===== config.mk =====
export PLATFORM = sky130hd
export DESIGN_NAME = mem_stage
export DESIGN_NICKNAME = d
export VERILOG_FILES = /design/src/rtl/mem_stage.sv
export SDC_FILE = /design/constraint.sdc
export NUM_CORES = 1
export LEC_CHECK = 0
export ABC_AREA = 1
export BUFFER_PORTS_ARGS = -buffer_cell sky130_fd_sc_hd__buf_2
export CAP_MARGIN = 0
export CORE_ASPECT_RATIO = 1.25
export CORE_MARGIN = 2
export CORE_UTILIZATION = 54
export CTS_CLUSTER_SIZE = 25
export DETAILED_ROUTE_END_ITERATION = 10
export GPL_TIMING_DRIVEN = 1
export PLACE_DENSITY = 0.95
export SETUP_SLACK_MARGIN = 0.3
export SLEW_MARGIN = 40
export SYNTH_ARGS = -nofsm -noshare
export SYNTH_HDL_FRONTEND = slang
export SYNTH_SLANG_ARGS = --single-unit

===== constraint.sdc =====
create_clock -name clk -period 3.6 [get_ports clk]
set_input_delay 0.18 -clock clk [delete_from_list [all_inputs] [get_ports clk]]
set_output_delay 0.18 -clock clk [all_outputs]
set_load 0.01 [all_outputs]

===== src/rtl/mem_stage.sv =====
// mem_stage: memory-access stage. Holds one instruction from execute, runs
// the data-memory request/response for loads and stores, and presents the
// writeback pulse plus the registered forwarding pair.
// Optional build macro: MEM_STAGE_MISALIGN_TRAP_EN. When it is defined,
// misaligned H/HU/W accesses retire without touching memory and raise
// misalign_err. When it is undefined, the low address bits that lie beyond
// the access size are ignored.
module mem_stage #(
    parameter int DATA_WIDTH    = 32,
    parameter int RF_ADDR_WIDTH = 5
) (
    input  logic                     clk,
    input  logic                     rst_n,
    input  logic                     ex_valid,
    output logic                     ex_ready,
    input  logic [DATA_WIDTH-1:0]    ex_opr_res,
    input  logic [DATA_WIDTH-1:0]    ex_opr_b,
    input  logic [RF_ADDR_WIDTH-1:0] ex_rd,
    input  logic [DATA_WIDTH-1:0]    ex_pc4,
    input  logic                     ex_rf_en,
    input  logic                     ex_dm_en,
    input  logic [1:0]               ex_wb_sel,
    input  logic [2:0]               ex_lsuop,
    output logic [RF_ADDR_WIDTH-1:0] rd_frm_mem,
    output logic [DATA_WIDTH-1:0]    opr_res_frm_mem,
    output logic                     dm_req_valid,
    input  logic                     dm_req_ready,
    output logic [DATA_WIDTH-1:0]    dm_addr,
    output logic                     dm_we,
    output logic [3:0]               dm_be,
    output logic [DATA_WIDTH-1:0]    dm_wdata,
    input  logic                     dm_rsp_valid,
    input  logic [DATA_WIDTH-1:0]    dm_rdata,
    output logic                     wb_valid,
    output logic                     wb_rf_en,
    output logic [RF_ADDR_WIDTH-1:0] wb_rd,
    output logic [DATA_WIDTH-1:0]    wb_data,
    output logic                     misalign_err
);

    typedef enum logic [1:0] {ST_EMPTY, ST_HOLD, ST_REQ, ST_WAIT} state_e;

    state_e                   state_q;
    logic [DATA_WIDTH-1:0]    res_q;
    logic [RF_ADDR_WIDTH-1:0] rd_q;
    logic                     rf_en_q;
    logic                     store_q;
    logic [2:0]               lsuop_q;
    logic [1:0]               off_q;

    logic                     wb_valid_q;
    logic                     wb_rf_en_q;
    logic [RF_ADDR_WIDTH-1:0] wb_rd_q;
    logic [DATA_WIDTH-1:0]    wb_data_q;
    logic [RF_ADDR_WIDTH-1:0] fwd_rd_q;
    logic [DATA_WIDTH-1:0]    fwd_data_q;
    logic                     req_valid_q;
    logic [DATA_WIDTH-1:0]    addr_q;
    logic                     we_q;
    logic [3:0]               be_q;
    logic [DATA_WIDTH-1:0]    wdata_q;
    logic                     misal_q;

    logic                     ex_accept;
    logic                     ex_is_store;
    logic                     ex_is_mem;
    logic [1:0]               ex_off;
    logic                     ex_rf_wr;
    logic                     ex_misal;
    logic [DATA_WIDTH-1:0]    ex_alu_data;
    logic [3:0]               ex_be;
    logic [DATA_WIDTH-1:0]    ex_wdata;
    logic [7:0]               ld_byte;
    logic [15:0]              ld_half;
    logic [DATA_WIDTH-1:0]    ld_data;
    logic                     ld_wr;

    assign ex_ready    = (state_q == ST_EMPTY) || (state_q == ST_HOLD);
    assign ex_accept   = ex_valid && ex_ready;
    assign ex_is_store = ex_dm_en;
    assign ex_is_mem   = ex_dm_en || (ex_wb_sel == 2'b01);
    assign ex_off      = ex_opr_res[1:0];
    assign ex_rf_wr    = ex_rf_en && (ex_rd != '0);
    assign ex_alu_data = (ex_wb_sel == 2'b10) ? ex_pc4 : ex_opr_res;
    assign ld_wr       = rf_en_q && (rd_q != '0);

`ifdef MEM_STAGE_MISALIGN_TRAP_EN
    assign ex_misal = ex_is_mem &&
                      (((ex_lsuop[1:0] == 2'b01) && ex_off[0]) ||
                       ((ex_lsuop[1:0] == 2'b10) && (ex_off != 2'b00)));
`else
    assign ex_misal = 1'b0;
`endif

    // Byte enables and lane-replicated store data for the incoming access.
    always_comb begin
        ex_be    = 4'b1111;
        ex_wdata = ex_opr_b;
        case (ex_lsuop[1:0])
            2'b00: begin
                ex_be    = 4'b0001 << ex_off;
                ex_wdata = {4{ex_opr_b[7:0]}};
            end
            2'b01: begin
                ex_be    = 4'b0011 << {ex_off[1], 1'b0};
                ex_wdata = {2{ex_opr_b[15:0]}};
            end
            default: ;
        endcase
    end

    // Lane select and sign/zero extension of the returned load word.
    always_comb begin
        ld_byte = 8'h00;
        ld_data = dm_rdata;
        case (off_q)
            2'd0:    ld_byte = dm_rdata[7:0];
            2'd1:    ld_byte = dm_rdata[15:8];
            2'd2:    ld_byte = dm_rdata[23:16];
            default: ld_byte = dm_rdata[31:24];
        endcase
        ld_half = off_q[1] ? dm_rdata[31:16] : dm_rdata[15:0];
        case (lsuop_q)
            3'b000:  ld_data = {{24{ld_byte[7]}}, ld_byte};
            3'b001:  ld_data = {{16{ld_half[15]}}, ld_half};
            3'b100:  ld_data = {24'h000000, ld_byte};
            3'b101:  ld_data = {16'h0000, ld_half};
            default: ld_data = dm_rdata;
        endcase
    end

    // Stage FSM; every output is registered and set on the transition into its state.
    always_ff @(posedge clk or negedge rst_n) begin
        if (!rst_n) begin
            state_q     <= ST_EMPTY;
            res_q       <= '0;
            rd_q        <= '0;
            rf_en_q     <= 1'b0;
            store_q     <= 1'b0;
            lsuop_q     <= '0;
            off_q       <= '0;
            wb_valid_q  <= 1'b0;
            wb_rf_en_q  <= 1'b0;
            wb_rd_q     <= '0;
            wb_data_q   <= '0;
            fwd_rd_q    <= '0;
            fwd_data_q  <= '0;
            req_valid_q <= 1'b0;
            addr_q      <= '0;
            we_q        <= 1'b0;
            be_q        <= '0;
            wdata_q     <= '0;
            misal_q     <= 1'b0;
        end else begin
            wb_valid_q <= 1'b0;
            wb_rf_en_q <= 1'b0;
            wb_rd_q    <= '0;
            wb_data_q  <= '0;
            fwd_rd_q   <= '0;
            fwd_data_q <= '0;
            misal_q    <= 1'b0;
            case (state_q)
                ST_EMPTY, ST_HOLD: begin
                    state_q <= ST_EMPTY;
                    if (ex_accept) begin
                        res_q   <= ex_opr_res;
                        rd_q    <= ex_rd;
                        rf_en_q <= ex_rf_en;
                        store_q <= ex_is_store;
                        lsuop_q <= ex_lsuop;
                        off_q   <= ex_off;
                        if (ex_misal) begin
                            state_q    <= ST_HOLD;
                            wb_valid_q <= 1'b1;
                            wb_rd_q    <= ex_rd;
                            wb_data_q  <= ex_opr_res;
                            misal_q    <= 1'b1;
                        end else if (ex_is_mem) begin
                            state_q     <= ST_REQ;
                            req_valid_q <= 1'b1;
                            addr_q      <= {ex_opr_res[DATA_WIDTH-1:2], 2'b00};
                            we_q        <= ex_is_store;
                            be_q        <= ex_be;
                            wdata_q     <= ex_wdata;
                        end else begin
                            state_q    <= ST_HOLD;
                            wb_valid_q <= 1'b1;
                            wb_rf_en_q <= ex_rf_wr;
                            wb_rd_q    <= ex_rd;
                            wb_data_q  <= ex_alu_data;
                            if (ex_rf_wr) begin
                                fwd_rd_q   <= ex_rd;
                                fwd_data_q <= ex_alu_data;
                            end
                        end
                    end
                end
                ST_REQ: begin
                    if (dm_req_ready) begin
                        req_valid_q <= 1'b0;
                        addr_q      <= '0;
                        we_q        <= 1'b0;
                        be_q        <= '0;
                        wdata_q     <= '0;
                        if (store_q) begin
                            state_q    <= ST_HOLD;
                            wb_valid_q <= 1'b1;
                            wb_rd_q    <= rd_q;
                            wb_data_q  <= res_q;
                        end else begin
                            state_q <= ST_WAIT;
                        end
                    end
                end
                ST_WAIT: begin
                    if (dm_rsp_valid) begin
                        state_q    <= ST_HOLD;
                        wb_valid_q <= 1'b1;
                        wb_rf_en_q <= ld_wr;
                        wb_rd_q    <= rd_q;
                        wb_data_q  <= ld_data;
                        if (ld_wr) begin
                            fwd_rd_q   <= rd_q;
                            fwd_data_q <= ld_data;
                        end
                    end
                end
                default: state_q <= ST_EMPTY;
            endcase
        end
    end

    assign rd_frm_mem      = fwd_rd_q;
    assign opr_res_frm_mem = fwd_data_q;
    assign dm_req_valid    = req_valid_q;
    assign dm_addr         = addr_q;
    assign dm_we           = we_q;
    assign dm_be           = be_q;
    assign dm_wdata        = wdata_q;
    assign wb_valid        = wb_valid_q;
    assign wb_rf_en        = wb_rf_en_q;
    assign wb_rd           = wb_rd_q;
    assign wb_data         = wb_data_q;
    assign misalign_err    = misal_q;

endmodule


Word level (Yosys, flattened, before mapping) --
Index checks and enable logic that the tools add are counted.
Word-level totals: register bits after elaboration 192, latch bits 0, RAM bits 0, ROM bits 0, bits of input ports 145, output and inout bits 148, word-level logic and storage cells 115, memories 0
Operators by class: add/subtract/negate cells 0, multiply operators 0, divide/modulo/power cells 0, magnitude comparators 0, equal/unequal tests 15, shifts and indexed selects 2, muxes and demuxes 64, bitwise logic cells 0, reduce and logical (&&, ||, !) cells 16
Operators with widths (count):
- $mux 32 | 16
- $pmux 32 s2 | 4
- $pmux 32 s4 | 1
- $pmux 32 s3 | 1
- $mux 5 | 10
- $pmux 8 s3 | 1
- $mux 16 | 1
- $pmux 4 s2 | 2
- $pmux 5 s3 | 1
- $mux 1 | 13
- $mux 4 | 3
- $mux 2 | 5
- $pmux 5 s2 | 1
- $reduce_bool 5->1 | 2
- $eq 2x1->1 const B | 4
- $eq 2x2->1 const B | 4
- $ne 2x2->1 const B | 4
- $eq 3x3->1 const B | 2
- $logic_not 2->1 | 3
- $pmux 1 s2 | 3
- $pmux 2 s3 | 1
- $reduce_and 2->1 | 2
- $reduce_and 4->1 | 1
- $shl 1x2->4 const A | 1
- 8 further kinds | 11

Logic depth before layout (Yosys ltp) --
Gate-level depths: netlist of run 1.
depth after elaboration 6, gate-level depth with buffers 10

Least setup slack after synthesis of run 1 --
OpenSTA, ideal clock, no wires.
path kind register to register, start reg state_q[1], end reg wb_data_q[22] (netlist: wb_data[22]), data arrival time 1.391 ns, data required time 3.531 ns, setup slack 2.141 ns, stages on the path, launching flop included 9, clock period less this slack 1.459 ns, cell sequence dfrtp_1 nor2_4 inv_2 nor2_4 inv_2 buf_6 buf_6 or2_1 nand3_1
On the way: longest elaborated chain between the ends 5, elaborated cells on any way between the ends 9
RTL lines:
- from (decl) | line 43 | state_e state_q;
- from (signal assigned) | line 135 | state_q <= ST_EMPTY;
- from (signal assigned) | line 164 | state_q <= ST_EMPTY;
- from (signal assigned) | line 173 | state_q <= ST_HOLD;
- $eq 2x1->1 / $logic_not 2->1 (equally long branches) | line 78, 162
- $logic_or 1x1->1 | line 78 | assign ex_ready = (state_q == ST_EMPTY) || (state_q == ST_HOLD);
- $logic_and 1x1->1 | line 79 | assign ex_accept = ex_valid && ex_ready;
- $mux 32 | line 165 | if (ex_accept) begin
- $pmux 32 s3 (*) | line 162 | case (state_q)
- to (signal assigned) | line 176 | wb_data_q <= ex_opr_res;
- to (signal assigned) | line 190 | wb_data_q <= ex_alu_data;
- to (signal assigned) | line 209 | wb_data_q <= res_q;
- to (decl) | line 54 | logic [DATA_WIDTH-1:0] wb_data_q;
Every way passes the cells marked *; elsewhere a longest branch is shown, timed or not. A chain may end at the register's enable or synchronous reset.

Worst setup path after layout of run 1 --
start reg state_q[1], end reg addr_q[27] (netlist: dm_addr[27])
On the way: longest elaborated chain between the ends 5, elaborated cells on any way between the ends 12
RTL lines:
- $eq 2x1->1 / $logic_not 2->1 (equally long branches) | line 78, 162
- $logic_or 1x1->1 | line 78
- $logic_and 1x1->1 | line 79
- $ne 2x2->1 (no line)
- $reduce_and 4->1 (no line)
- to (signal assigned) | line 181 | addr_q <= {ex_opr_res[DATA_WIDTH-1:2], 2'b00};
- to (decl) | line 58 | logic [DATA_WIDTH-1:0] addr_q;
Parallel ways exist; a longest one is shown, timed or not.

==> results of run 1 <==
registers in the layout (all words and copies together) (netlist names):
signal and flops:
dm_addr 30, res_q 32, state_q 2, lsuop_q 3
store_q 1, dm_req_valid 1, dm_wdata 32, dm_be 4
dm_we 1, opr_res_frm_mem 32, rd_q 5, rd_frm_mem 5
wb_rd 5, wb_rf_en 1, rf_en_q 1, wb_data 32
wb_valid 1
critical path, stage by stage, from the launching register on:
cell     delay [ns]
dfrtp_1        0.53
nor2_4         0.20
inv_2          0.12
buf_4          0.44
o21ai_1        0.21
o21ai_4        0.09
buf_4          0.54
nand2_1        0.15
o21ai_0        0.15
stage by stage:
| stage | utilization (%) | worst slack [ns] | power (mW) | instances |
|---|---|---|---|---|
| final | 68.7 | 1.01 | 7.97 | 1509 |
| after global routing | 68.7 | 0.817 | 8.47 | 1509 |
| after CTS | 68.6 | 1.08 | 7.94 | 1508 |
| after detailed placement | 64.7 | 1.10 | 6.17 | 1471 |
| after global placement | 64.7 | 1.16 | 6.08 | 1471 |
| after floorplan | - | 2.14 | 5.01 | 1022 |
placed cells by master (no fill, tap or decap), types with 8 or more instances in the layout:
| cell | count |
|---|---|
| nand2_1 | 274 |
| o21ai_0 | 163 |
| or2_1 | 8 |
| nand3_1 | 98 |
| nand4_1 | 8 |
| inv_1 | 87 |
| buf_2 | 288 |
| nor2_1 | 33 |
| o21ai_1 | 11 |
| dfrtp_1 | 188 |
| clkbuf_16 | 17 |
| a21oi_1 | 23 |
| or2_2 | 28 |
per-layer routing:
| layer | wire length, µm | GRT usage [%] | vias up |
|---|---|---|---|
| li1 | - | - | 3838 |
| met1 | 10700 | 43.2 | 3913 |
| met2 | 12900 | 52.4 | 526 |
| met3 | 2450 | 6.92 | 79 |
| met4 | 1010 | 15.0 | 2 |
| met5 | 11 | 0 | - |
power by group:
group / switching [mW] / internal (mW) / total [mW]
Clock: 0.786 / 0.989 / 1.78
Combinational: 1.83 / 0.979 / 2.81
Sequential: 0.492 / 2.89 / 3.38
final cells by class:
| type | instances | area, µm² |
|---|---|---|
| clock buffers | 22 | 464 |
| flip-flops and latches | 188 | 4700 |
| diodes | 1 | 2.50 |
| clock inverters | 10 | 91.3 |
| repair buffers | 302 | 1580 |
| multi-input cells | 683 | 3200 |
| inverters | 91 | 342 |
| fillers | 1227 | 4860 |
| well taps | 212 | 265 |
worst paths after layout:
check	slack, ns	cells after the start	from	to
worst max-delay path	1.01	8	state_q[1]$_DFFE_PN0P_	dm_addr[27]$_DFFE_PN0P_
worst min-delay path	0.02	3	ex_lsuop[2]	lsuop_q[2]$_DFFE_PN0P_
worst max register to register	1.01	8	state_q[1]$_DFFE_PN0P_	dm_addr[27]$_DFFE_PN0P_
worst min register to register	0.47	2	dm_req_valid$_DFFE_PN0P_	dm_req_valid$_DFFE_PN0P_
max in group asynchronous	2.32	3	rst_n	wb_data[15]$_DFF_PN0_
min in group asynchronous	0.38	2	rst_n	dm_wdata[13]$_DFFE_PN0P_
kinds of logic (layout without fill, tap and decap cells):
| family | after synthesis | in the layout | synth area share (%) |
|---|---|---|---|
| DFF | 188 | 188 | 55.3 |
| and+or+nand+nor | 459 | 459 | 23.5 |
| buffers and inverters | 151 | 425 | 7.44 |
| other | 1 | 4 | 0.0441 |
| AOI/OAI and AO/OA | 221 | 221 | 13.7 |
timing repair:
item | in CTS | in global routing
hold buffers | 5 | 0
setup buffers | 0 | 0
endpoints found under the hold margin | 86 | 0
==> impl_metrics.json, run 1 <==
{
  "status": "finished, final reports clean",
  "synth_top_area_cell": "dfrtp_1",
  "slew_headroom_pct": 52.1,
  "worstSetupPathType": "reg -> reg",
  "worstSetupStartpointType": "register",
  "syn_to_final_growth_pct": 25.2,
  "cts_buffers": 17,
  "fin_worst_skew_ns": 0.0108,
  "drt_pass1_iterations": 8,
  "via_per_inst": 5.54,
  "crit_required_ns": 3.92,
  "cts_sinks": 188,
  "wl_per_cell_um": 17.9,
  "clk_pin_slew_ns": 0.07,
  "holdWs_ns": 0.0214,
  "postLayoutCellArea_mm2": 0.0106,
  "ys.flop_type": "dfrtp_1",
  "synth_edf_count": 0,
  "die_area_mm2": 0.0168,
  "synth_commonest_cells": "nand2_1, dfrtp_1, o21ai_0",
  "grt_max_degree": 85,
  "placed_area_mm2": 0.0100,
  "die_y_um": 144,
  "period_share_pct": 72.0,
  "crit_fanout": 68,
  "dp_hpwl_um": 20400,
  "worst_slew_pin_slew_ns": 0.712,
  "grt_usage_pct": 32.9,
  "synth_area_mm2": 0.00851,
  "ys_ff_latch": 188,
  "avgSynthCellArea_um2": 8.34,
  "antenna_found_initial": 2,
  "grt_pass1_vias": 7940,
  "die_x_um": 116,
  "start_util_pct": 54.9,
  "portBuffers": 289,
  "drc": 0,
  "ys_seq_area_share_pct": 55.3,
  "crit_arrival_ns": 2.92,
  "synth.distinct_cells": 30,
  "cts_root_buf": "clkbuf_16",
  "antenna_left": 0,
  "setup_viol": 0,
  "cts.repair.resized": 0,
  "ys_async_sr_fraction_pct": 100,
  "clk-insertion-delay-late_ns": 0.43,
  "hold_class": "in -> reg",
  "rsz0062_at_grt": "no",
  "cellPowerDensity_mw_per_mm2": 748,
  "row_count": 51,
  "core_mm2": 0.0155,
  "fmax_mhz": 386,
  "max-vdd-ir-drop_v": 0.000458,
  "grt_overflow": 0,
  "synthTopCellsByArea": "dfrtp_1, nand2_1, o21ai_0, nand3_1, inv_1",
  "gp_congestion": 1.04,
  "nets": 1428,
  "maxCapViolations": 0,
  "grt_pass1_wl_um": 41500,
  "slew_violations": 0,
  "synth_warnings": 0,
  "yosysMostFrequentCell": "nand2_1",
  "drtIter0Drc": 852,
  "ioPinCount": 293,
  "finalHoldViolations": 0,
  "cts_max_level": 4,
  "cts_tree": "done",
  "routed_wl_um": 27100,
  "vias": 8358,
  "fin_setup_tns_ns": 0,
  "worstSetupEndpointType": "register",
  "synth_top_area_share_pct": 55.3,
  "p_leak_nw": 5.82,
  "cts_buffer_depth": 2,
  "synthCells": 1020,
  "drive_gt1_share_pct": 28.3,
  "fin_crit_ns": 2.59
}
No activity file was read; power rests on OpenSTA's default activity.
==> run 2, diff against run 1 <==
--- a/config.mk
+++ b/config.mk
@@ -10,11 +10,11 @@
 export CAP_MARGIN = 0
 export CORE_ASPECT_RATIO = 1.25
 export CORE_MARGIN = 2
-export CORE_UTILIZATION = 54
+export CORE_UTILIZATION = 46
 export CTS_CLUSTER_SIZE = 25
 export DETAILED_ROUTE_END_ITERATION = 10
 export GPL_TIMING_DRIVEN = 1
-export PLACE_DENSITY = 0.95
+export PLACE_DENSITY = 0.88
 export SETUP_SLACK_MARGIN = 0.3
 export SLEW_MARGIN = 40
 export SYNTH_ARGS = -nofsm -noshare
==> constraint.sdc (replaced) <==
create_clock -name clk -period 2.25 [get_ports clk]
set_input_delay 0.1125 -clock clk [delete_from_list [all_inputs] [get_ports clk]]
set_output_delay 0.1125 -clock clk [all_outputs]
set_load 0.01 [all_outputs]
==> run 2 against run 1 <==
Net effect:
- the flow now finishes with violations (negative hold slack)
- sequential share of layout area fell by 1.9 points
- clock-buffer cell count is 4 lower
- clock power is 80% higher
- die area increased by 17%
- first-iteration DRC count increased by 21%
- global-route usage decreased by 3.0 points
- sequential cell count unchanged
- critical endpoint is now opr_res_frm_mem[27]$_DFF_PN0_
- largest power group unchanged
==> impl_metrics.json, run 2 (synthesized netlist as in run 1, its figures left out) <==
{
  "fin_setup_tns_ns": 0,
  "violations": "negative hold slack",
  "holdWs_ns": -0.0169,
  "start_util_pct": 47.0,
  "grt_usage_pct": 29.8,
  "worst_slew_pin_slew_ns": 0.540,
  "setup_viol": 0,
  "final_cells": 1569,
  "max-vdd-ir-drop_v": 0.000635,
  "crit_fanout": 30,
  "path_cells": "nand3_1, nor2_1, nand2_1, inv_1, buf_6, nand3_1, o21ai_1",
  "cts_buffer_depth": 2,
  "finalHoldViolations": 1,
  "die_area_mm2": 0.0196,
  "fin_crit_ns": 1.79,
  "grt_overflow": 0,
  "antenna_left": 0,
  "maxCapViolations": 0,
  "grt_pass1_vias": 8593,
  "slowest_stage": "dfrtp_1",
  "nets": 1467,
  "slew_violations": 0,
  "gp_congestion": 0.965,
  "cts_sinks": 188,
  "cts_buffers": 17,
  "crit_required_ns": 2.59,
  "die_x_um": 126,
  "dp_cells": 1503,
  "cts_tree": "done",
  "via_per_inst": 5.48,
  "final_cell_mix": "buf_2, nand2_1, dfrtp_1, o21ai_0, nand3_1",
  "ioPinCount": 293,
  "fillCellCount": 1533,
  "hold_class": "in -> reg",
  "status": "finished with violations",
  "critPathMaxStageDelay_ns": 0.49,
  "dp_hpwl_um": 21300,
  "period_share_pct": 79.7,
  "final_util_pct": 61.5,
  "grt_max_degree": 69,
  "fmax_mhz": 558,
  "layout_commonest_cell": "buf_2",
  "cpLargestDelayFamily": "simple AND/OR/NAND/NOR gates",
  "rsz0062_at_grt": "no",
  "total_power_mw": 13.4,
  "portBuffers": 289,
  "cts_setup_buffers": 0,
  "drt_pass1_iterations": 6,
  "antenna_found_initial": 9,
  "clk_pin_slew_ns": 0.07,
  "crit_arrival_ns": 2.14,
  "row_count": 55,
  "crit_top_cell": "nand3_1",
  "wl_per_cell_um": 18.7,
  "slew_headroom_pct": 63.9,
  "drc": 0,
  "drtIter0Drc": 1033,
  "routed_wl_um": 29300,
  "fin_worst_skew_ns": 0.0109,
  "die_y_um": 156,
  "syn_to_final_growth_pct": 30.9,
  "vias": 8593,
  "cts_root_buf": "clkbuf_16",
  "drive_gt1_share_pct": 28.6,
  "grt_pass1_wl_um": 45500,
  "worstSetupPathType": "reg -> reg",
  "cellPowerDensity_mw_per_mm2": 1200,
  "cts_max_level": 4,
  "cp_num_buf_inv": 2,
  "p_leak_nw": 6.04,
  "clk-insertion-delay-late_ns": 0.43,
  "worstSetupStartpointType": "register",
  "worstSetupEndpointType": "register",
  "core_mm2": 0.0181
}
[run 2: changes by cell type in the layout (fill, tap and decap cells not counted), moves of 2 or more]
cell,before,now
diode_2,1,7
inv_8,0,2
dlygate4sd3_1,5,28
buf_6,0,2
buf_4,7,18
buf_12,1,4
bufinv_16,1,4
clkbuf_8,3,1
clkbuf_1,3,1
[run 2: layout make-up]
cell class	instances	area, µm²	area share [%]
flip-flops and latches	188	4700	42.3
multi-input cells	683	3190	28.7
repair buffers	341	1970	17.7
clock buffers	18	429	3.85
inverters	91	342	3.07
well taps	228	285	2.56
clock inverters	13	190	1.71
diodes	7	17.5	0.157
[run 2: worst register-to-register path: cells and delay by family, from the launching register on]
family,cells,cell delay [ns]
simple gates,4,0.71
flops,1,0.49
compound gates,1,0.12
buf+inv,2,0.38
[run 2: per-stage QoR]
stage	setup slack (ns)	instance area [µm²]
after global routing	0.352	11100
after CTS	0.447	11100
after floorplan	0.791	8510
after detailed placement	0.455	10200
after global placement	0.567	10200
final	0.457	11100
[run 2: what timing repair did]
| item | CTS | global route |
|---|---|---|
| endpoints found under the hold margin | 128 | 0 |
| setup endpoints to repair | 0 | 42 |
| gates resized for setup | 0 | 2 |
| hold buffers | 28 | 0 |
[run 2: report_power, final]
part           switching [mW]  leakage, nW  internal, mW
Sequential              0.710         2.45          4.62
Combinational            3.13         3.29          1.75
Clock                    1.33        0.300          1.87
Total                    5.17         6.04          8.24
[run 2: final timing paths]
path	from	cells after the start	slack (ns)	end
setup / recovery	state_q[1]$_DFFE_PN0P_	7	0.46	opr_res_frm_mem[27]$_DFF_PN0_
hold / removal	ex_lsuop[0]	3	-0.02	lsuop_q[0]$_DFFE_PN0P_
setup reg to reg	state_q[1]$_DFFE_PN0P_	7	0.46	opr_res_frm_mem[27]$_DFF_PN0_
hold reg to reg	dm_req_valid$_DFFE_PN0P_	2	0.48	dm_req_valid$_DFFE_PN0P_
max in group asynchronous	rst_n	3	1.34	dm_addr[31]$_DFFE_PN0P_
min in group asynchronous	rst_n	2	0.16	dm_wdata[28]$_DFFE_PN0P_
[run 2: metal layers]
| layer | part of all wire [%] | track usage, % |
|---|---|---|
| met4 | 5.4 | 16.3 |
| met5 | 0.092 | 0 |
| met2 | 47 | 48.0 |
| met3 | 9.8 | 7.65 |
| met1 | 37 | 36.9 |
